`src/rtl/teclado_cajero_if.sv`:
```
// Signal bundle between the ATM keypad matrix and the keypad decoder.
// The keypad side drives the raw key level, key code and entry mode; the
// decoder side returns the accepted digit, committed amount and flags.
interface teclado_cajero_if;
   logic        TECLA_VALIDA;
   logic [3:0]  TECLA;
   logic        MODO;
   logic [3:0]  DIGITO;
   logic        DIGITO_STB;
   logic [31:0] MONTO;
   logic        MONTO_STB;
   logic        DESBORDE;

   // Keypad / stimulus side
   modport master (
      output TECLA_VALIDA, TECLA, MODO,
      input  DIGITO, DIGITO_STB, MONTO, MONTO_STB, DESBORDE
   );

   // Decoder side
   modport slave (
      input  TECLA_VALIDA, TECLA, MODO,
      output DIGITO, DIGITO_STB, MONTO, MONTO_STB, DESBORDE
   );
endinterface

```
`src/rtl/teclado_cajero.sv`:
```
// ATM keypad decoder: debounces a raw key level, then either emits PIN
// digits one at a time or accumulates a 32-bit decimal amount that is
// committed with ENTER. Overflowing the amount raises DESBORDE until the
// entry is cleared by ENTER, BORRAR or a change of entry mode.
module teclado_cajero #(
   parameter int unsigned N_ANTIRREBOTE = 4
) (
   input  logic              clk,
   input  logic              rst,
   teclado_cajero_if.slave   bus
);

   localparam logic [7:0] N_CNT = 8'(N_ANTIRREBOTE);

   localparam logic [3:0] COD_ENTER  = 4'hA;
   localparam logic [3:0] COD_BORRAR = 4'hB;

   typedef enum logic [1:0] {
      REPOSO,
      FILTRA_PULSO,
      SOSTENIDA,
      FILTRA_SUELTA
   } estado_t;

   estado_t     estado_q, estado_d;
   logic [7:0]  cnt_q, cnt_d;
   logic [3:0]  codigo_q, codigo_d;
   logic        acepta;

   logic        modo_prev_q;
   logic [31:0] acc_q, acc_d;
   logic        desb_q, desb_d;
   logic [3:0]  digito_q, digito_d;
   logic        dstb_q, dstb_d;
   logic [31:0] monto_q, monto_d;
   logic        mstb_q, mstb_d;

   logic        cambio_modo;
   logic [31:0] acc_base;
   logic        desb_base;
   logic [35:0] candidato;

   // Debounce state register
   always_ff @(posedge clk or negedge rst) begin
      if (!rst) begin
         estado_q <= REPOSO;
         cnt_q    <= '0;
         codigo_q <= '0;
      end else begin
         estado_q <= estado_d;
         cnt_q    <= cnt_d;
         codigo_q <= codigo_d;
      end
   end

   // Debounce next state: a press is accepted on the sample that makes the
   // run of identical codes N long; a release needs N low samples too.
   always_comb begin
      estado_d = estado_q;
      cnt_d    = cnt_q;
      codigo_d = codigo_q;
      acepta   = 1'b0;
      unique case (estado_q)
         REPOSO: begin
            if (bus.TECLA_VALIDA) begin
               codigo_d = bus.TECLA;
               cnt_d    = 8'd1;
               estado_d = FILTRA_PULSO;
            end
         end
         FILTRA_PULSO: begin
            if (!bus.TECLA_VALIDA) begin
               cnt_d    = '0;
               estado_d = REPOSO;
            end else if (bus.TECLA != codigo_q) begin
               // Code bounced to a different key: restart the run on it
               codigo_d = bus.TECLA;
               cnt_d    = 8'd1;
            end else begin
               cnt_d = cnt_q + 8'd1;
               if (cnt_d == N_CNT) begin
                  acepta   = 1'b1;
                  estado_d = SOSTENIDA;
               end
            end
         end
         SOSTENIDA: begin
            if (!bus.TECLA_VALIDA) begin
               cnt_d    = 8'd1;
               estado_d = FILTRA_SUELTA;
            end
         end
         FILTRA_SUELTA: begin
            if (bus.TECLA_VALIDA) begin
               estado_d = SOSTENIDA;
            end else begin
               cnt_d = cnt_q + 8'd1;
               if (cnt_d == N_CNT) begin
                  cnt_d    = '0;
                  estado_d = REPOSO;
               end
            end
         end
         default: estado_d = REPOSO;
      endcase
   end

   // Key action: a mode change wipes the entry first, then the accepted key
   // (if any) is applied under the current mode.
   always_comb begin
      cambio_modo = (bus.MODO != modo_prev_q);
      acc_base    = cambio_modo ? 32'd0 : acc_q;
      desb_base   = cambio_modo ? 1'b0  : desb_q;
      candidato   = ({4'd0, acc_base} << 3) + ({4'd0, acc_base} << 1)
                    + {32'd0, codigo_q};

      acc_d    = acc_base;
      desb_d   = desb_base;
      digito_d = digito_q;
      dstb_d   = 1'b0;
      monto_d  = monto_q;
      mstb_d   = 1'b0;

      if (acepta) begin
         if (!bus.MODO) begin
            if (codigo_q < 4'd10) begin
               digito_d = codigo_q;
               dstb_d   = 1'b1;
            end
         end else if (codigo_q < 4'd10) begin
            if (!desb_base) begin
               if (candidato[35:32] == 4'd0) begin
                  acc_d = candidato[31:0];
               end else begin
                  desb_d = 1'b1;
               end
            end
         end else if (codigo_q == COD_ENTER) begin
            if (!desb_base) begin
               monto_d = acc_base;
               mstb_d  = 1'b1;
            end
            acc_d  = '0;
            desb_d = 1'b0;
         end else if (codigo_q == COD_BORRAR) begin
            acc_d  = '0;
            desb_d = 1'b0;
         end
      end
   end

   // Entry datapath and registered outputs
   always_ff @(posedge clk or negedge rst) begin
      if (!rst) begin
         modo_prev_q <= 1'b0;
         acc_q       <= '0;
         desb_q      <= 1'b0;
         digito_q    <= '0;
         dstb_q      <= 1'b0;
         monto_q     <= '0;
         mstb_q      <= 1'b0;
      end else begin
         modo_prev_q <= bus.MODO;
         acc_q       <= acc_d;
         desb_q      <= desb_d;
         digito_q    <= digito_d;
         dstb_q      <= dstb_d;
         monto_q     <= monto_d;
         mstb_q      <= mstb_d;
      end
   end

   assign bus.DIGITO     = digito_q;
   assign bus.DIGITO_STB = dstb_q;
   assign bus.MONTO      = monto_q;
   assign bus.MONTO_STB  = mstb_q;
   assign bus.DESBORDE   = desb_q;

endmodule

```
`src/flat_wrapper.sv`:
```
// flat-port wrapper written by rule: the top's interface ports become plain ports
module teclado_cajero_flat 
#(
   parameter int unsigned N_ANTIRREBOTE = 4
)
  (clk, rst, bus_TECLA_VALIDA, bus_TECLA, bus_MODO, bus_DIGITO, bus_DIGITO_STB, bus_MONTO, bus_MONTO_STB, bus_DESBORDE);
  teclado_cajero_if bus_i ();
  input  logic clk;
  input  logic rst;
  input wire logic [$bits(bus_i.TECLA_VALIDA)-1:0] bus_TECLA_VALIDA;
  input wire logic [$bits(bus_i.TECLA)-1:0] bus_TECLA;
  input wire logic [$bits(bus_i.MODO)-1:0] bus_MODO;
  output wire logic [$bits(bus_i.DIGITO)-1:0] bus_DIGITO;
  output wire logic [$bits(bus_i.DIGITO_STB)-1:0] bus_DIGITO_STB;
  output wire logic [$bits(bus_i.MONTO)-1:0] bus_MONTO;
  output wire logic [$bits(bus_i.MONTO_STB)-1:0] bus_MONTO_STB;
  output wire logic [$bits(bus_i.DESBORDE)-1:0] bus_DESBORDE;
  assign bus_i.TECLA_VALIDA = bus_TECLA_VALIDA;
  assign bus_i.TECLA = bus_TECLA;
  assign bus_i.MODO = bus_MODO;
  assign bus_DIGITO = bus_i.DIGITO;
  assign bus_DIGITO_STB = bus_i.DIGITO_STB;
  assign bus_MONTO = bus_i.MONTO;
  assign bus_MONTO_STB = bus_i.MONTO_STB;
  assign bus_DESBORDE = bus_i.DESBORDE;
  teclado_cajero #(.N_ANTIRREBOTE(N_ANTIRREBOTE)) u_core (.clk(clk), .rst(rst), .bus(bus_i));
endmodule
```
`config.mk`:
```
export PLATFORM = sky130hd
export DESIGN_NAME = teclado_cajero_flat
export DESIGN_NICKNAME = d
export VERILOG_FILES = /design/src/rtl/teclado_cajero_if.sv /design/src/rtl/teclado_cajero.sv /design/src/flat_wrapper.sv
export SDC_FILE = /design/constraint.sdc
export NUM_CORES = 1
export LEC_CHECK = 0
export BUFFER_PORTS_ARGS = -buffer_cell sky130_fd_sc_hd__buf_2
export CAP_MARGIN = 25
export CORE_MARGIN = 2
export CORE_UTILIZATION = 25
export CTS_BUF_LIST = sky130_fd_sc_hd__clkbuf_16
export DETAILED_ROUTE_END_ITERATION = 7
export GPL_ROUTABILITY_DRIVEN = 1
export HOLD_SLACK_MARGIN = 0.12
export PLACE_DENSITY = 0.48
export SKIP_LAST_GASP = 1
export SLEW_MARGIN = 10
export SYNTH_ARGS = -nofsm -noshare
export SYNTH_HDL_FRONTEND = slang
export SYNTH_SLANG_ARGS = --single-unit
```
`constraint.sdc`:
```
create_clock -name clk -period 6.2 [get_ports clk]
set_input_delay 0.62 -clock clk [delete_from_list [all_inputs] [get_ports clk]]
set_output_delay 0.62 -clock clk [all_outputs]
set_load 0.01 [all_outputs]
```
==> reports/qor_table.md <==
| Step | Result | Reported |
|---|---|---|
| die | Die Height | 155.5 um |
| drt | Highest Signal Layer | met4 |
| yosys | Synth area leader | sky130_fd_sc_hd__dfrtp_1 |
| pwr | Sw Share | 24.10% |
| yosys | Post-synthesis async set-or-reset flop share | 100.0% |
| clock network | CTS max path bufs | 2 |
| die | Full die area | 24180 um2 |
| global routing | Residual overflow from global routing | 0 |
| worst setup path | Register-to-Register Setup Slack | 1450 ps |
| timing | Final count of pins violating max slew | 0 |
| die | Core Region | 22570 um2 |
| layout | Fill cell instance count of the final layout | 2409 |
| yosys | Most frequently used flop master after synthesis | sky130_fd_sc_hd__dfrtp_1 |
| yosys | Mean cell area of the mapped netlist | 8.996 um2 |
| yosys | Mapped Nets | 712 |
| drt | Routed wire length | 14.36 mm |
| worst setup path | Worst setup path class | flop to flop |
| worst setup path | Reg2Reg Depth | 17 |
| clock network | Clock root buffer master | sky130_fd_sc_hd__clkbuf_16 |
| drt | Remaining antenna violation count after routing | 0 |
| drt | Via density per instance | 4.887 |
| global routing | All-layer global routing usage | 12.21% |
| clock network | H-tree depth | 3 |
| drt | Routed wire length on met3 | 333 um |
| global routing | Maximum number of pins on one net before global-route repair | 50 |
| die | Total number of placement rows | 55 |
| placed design | Detailed-placement wirelength estimate | 10.96 mm |
| global routing | Via count of the first global-routing pass | 4811 |
| layout | Antenna diode instance count | 0 |
| layout | Core occupancy in the finished layout | 29.32% |
| worst setup path | Peak fanout along the critical path | 34 |
| worst setup path | Required time of the critical path | 6460 ps |
| pwr | Internal Pwr Total | 0.9005 mW |
| yosys | Total number of yosys warnings | 0 |
| worst hold path | Path type of the worst min-delay path | input pin to async pin |
| pwr | VDD IR max | 0.1109 mV |
| yosys | Syn Std Cell Area | 5739 um2 |
| pwr | Total power divided by cell area | 179.3 nW/um2 |
| worst setup path | Critical Path Source | u_core.modo_prev_q |
| job | # Max-Cap Violations | 0 |
| placed design | GP Congestion | 0.8036 |
| timing | Worst relative slew slack | 59.50% |
| drt | Initial DRT Pass Iterations | 4 |
| layout | Share of layout cells above drive strength 1 | 11.76% |
| timing | Share of the cycle needed by the critical path after routing | 76.64% |
| outcome | Outcome | complete, no violations |
| timing | Finish-stage setup viols | 0 |
| yosys | Count leader, synth | sky130_fd_sc_hd__nand2_1 |
| worst setup path | Data arrival time of the critical path | 5010 ps |
| clock network | Clock insertion delay at the later pin of the skew report | 350 ps |
| yosys | Count of cell types in the netlist | 57 |
| pwr | Clock share of power | 46.5% |
| timing | Maximum clock skew at final layout | 8.971 ps |
| clock network | TritonCTS Buffers | 9 |
| drt | Via count of the routed design | 4760 |
| yosys | Number of flip-flops and latches in the synthesized netlist | 86 |
| timing | Final Hold Viols | 0 |
| die | Ports | 47 |
| drt | Met2 WL | 6.972 mm |
| clock network | Clock edge transition at the registers on the reported setup and hold paths | 70 ps |
| drt | Starting DRT DRC Count | 185 |
| drt | Routed length per placed instance | 14.74 um |
| clock network | Count of buffers added by post-CTS timing repair for setup | 0 |
| timing | Pin slew with the least headroom to its limit | 607.6 ps |
| timing | Tmin final | 4751 ps |
| die | Die Span X | 155.5 um |
| global routing | Initial antenna violation count | 0 |
| timing | Setup repair after global routing missed its margin | false |
| clock network | Hold Buf Count CTS | 0 |
| yosys | Cell count after synthesis | 638 |
| clock network | Cts repair resizes | 0 |
| global routing | First-pass GRT wire length | 24.03 mm |
| pwr | Net switching power | 0.2860 mW |
| timing | Maximum clock frequency | 210.5 MHz |
| layout | Net total in the final layout | 758 |
| placed design | Port Buffers | 46 |
| timing | Sum of negative setup slack | 0 ps |
| worst setup path | Category of the worst setup path launch point | flop |
| pwr | Static leakage power | 3.506 nW |
| clock network | Clock tree from TritonCTS | yes |
| yosys | Top cells by count, synth | sky130_fd_sc_hd__nand2_1 (99), sky130_fd_sc_hd__dfrtp_1 (86), sky130_fd_sc_hd__ha_1 (65) |
| yosys | Share of synthesized area occupied by flip-flops and latches | 37.50% |
| worst setup path | Worst R2R Start | u_core.modo_prev_q |
| worst setup path | Critical path endpoint category | flop |
| yosys | Leading post-synthesis cells by cell area | sky130_fd_sc_hd__dfrtp_1 (37%), sky130_fd_sc_hd__ha_1 (14%), sky130_fd_sc_hd__nand2_1 (6.5%) |
| pwr | Portion of total power attributed to sequential cells | 48.9% |
| yosys | Number of flops mapped to enable cells by yosys | 0 |
| drt | Met1 routed wirelength after detailed routing | 6.893 mm |
| worst setup path | Worst reg2reg path endpoint | u_core.acc_q[4] |
| die | Initial standard-cell utilization of the core | 25.43% |
| yosys | Area fraction of the dominant cell type after synthesis | 37.50% |
| clock network | Clock sinks | 86 |
| drt | Detailed-route DRC error count | 0 |
| layout | Area growth from synthesis to layout | 15.30% |
| pwr | Logic gate share of total power | 4.6% |
through the flow:
step	setup slack (ps)	instance area, um2	instances	hold WS [ps]	total power [mW]
after detailed placement	1073	6319	958	464.5	0.6474
final	1449	6618	974	248.9	1.186
after global routing	1122	6618	974	294.7	1.232
after global placement	1191	6299	957	458.3	0.6470
after CTS	1411	6618	974	272.2	1.201
after floorplan	1413	5739	638	324.4	0.6177
worst max path at each step:
stage | endpoint | slack (ps) | depth (start not counted)
global placement | u_core.acc_q[27] | 1190 | 18
floorplan | u_core.acc_q[10] | 1410 | 17
CTS | u_core.acc_q[12] | 1410 | 17
finish | u_core.acc_q[4] | 1450 | 17
detailed placement | u_core.acc_q[30] | 1070 | 18
global route | u_core.acc_q[7] | 1120 | 17
flip-flops by register name, indices dropped and copies added (netlist names), named ones only:
name / cells
u_core.bus.MONTO_STB: 1
u_core.codigo_q: 4
u_core.bus.DIGITO: 4
u_core.cnt_q: 8
u_core.acc_q: 32
u_core.estado_q: 1
u_core.bus.DESBORDE: 1
u_core.bus.MONTO: 32
u_core.modo_prev_q: 1
u_core.bus.DIGITO_STB: 1
area by class of cell:
| class | count | area [um2] | area share (%) |
|---|---|---|---|
| Multi-Input combinational cell | 494 | 3366 | 50.86 |
| Sequential cell | 86 | 2152 | 32.52 |
| Tap cell | 285 | 356.6 | 5.389 |
| Timing Repair Buffer | 52 | 290.3 | 4.386 |
| Clock buffer | 9 | 225.2 | 3.403 |
| Inverter | 41 | 153.9 | 2.326 |
| Clock inverter | 7 | 73.82 | 1.116 |
routing by layer:
| metal | GRT usage [%] | up-vias |
|---|---|---|
| met5 | 0 | - |
| met4 | 3.277 | 0 |
| met3 | 1.560 | 9 |
| met2 | 20.97 | 59 |
| met1 | 16.19 | 2297 |
| li1 | - | 2395 |
logic make-up (layout without fill, tap and decap cells):
logic type | count (synthesis) | after routing | share of synthesized area [%]
compound gates | 206 | 206 | 23.02
simple gates | 180 | 180 | 14.21
flops | 86 | 86 | 37.50
fa+ha+maj | 66 | 66 | 14.52
buf+inv | 58 | 109 | 4.077
xor+xnor | 36 | 36 | 5.494
mux | 6 | 6 | 1.177
placed cells by master (no fill, tap or decap), drive strengths merged, types with 4 or more instances in the layout:
master    n
inv      42
nand2b    6
ha       65
nand4     7
dfrtp    86
a21boi    5
clkinv    4
o211ai    7
a211oi    8
nand2    99
o211a     4
or3       4
and2      7
o2bb2ai   6
nor3     10
o21a      7
a21oi    36
buf      52
o22ai    27
o21ai    64
xnor2    21
clkbuf    9
a21o     14
and3      6
nand3     9
o21bai    7
xor2     15
mux2      6
nor2     23
critical path: stages (launching register included):
cell and delay, ps:
sky130_fd_sc_hd__dfrtp_1 400, sky130_fd_sc_hd__xnor2_2 150, sky130_fd_sc_hd__buf_4 370, sky130_fd_sc_hd__nand2_1 160, sky130_fd_sc_hd__inv_1 110, sky130_fd_sc_hd__ha_1 230
sky130_fd_sc_hd__ha_1 240, sky130_fd_sc_hd__fa_1 420, sky130_fd_sc_hd__a211o_1 300, sky130_fd_sc_hd__a211o_1 340, sky130_fd_sc_hd__nand4_1 130, sky130_fd_sc_hd__a311oi_1 130
sky130_fd_sc_hd__o31a_1 280, sky130_fd_sc_hd__or3_1 330, sky130_fd_sc_hd__a21oi_1 290, sky130_fd_sc_hd__nand2_1 340, sky130_fd_sc_hd__buf_4 320, sky130_fd_sc_hd__o22ai_1 130
power groups by stage:
| stage | combinational (mW) | clock [mW] | sequential [mW] |
|---|---|---|---|
| 6_report | 0.0543 | 0.552 | 0.580 |
| 5_1_grt | 0.0626 | 0.588 | 0.581 |
| 4_1_cts | 0.0562 | 0.565 | 0.580 |
| 3_5_place_dp | 0.0562 | 0 | 0.591 |
| 3_3_place_gp | 0.0561 | 0 | 0.591 |
| 2_1_floorplan | 0.0315 | 0 | 0.586 |
(Power assumes the default switching activity.)
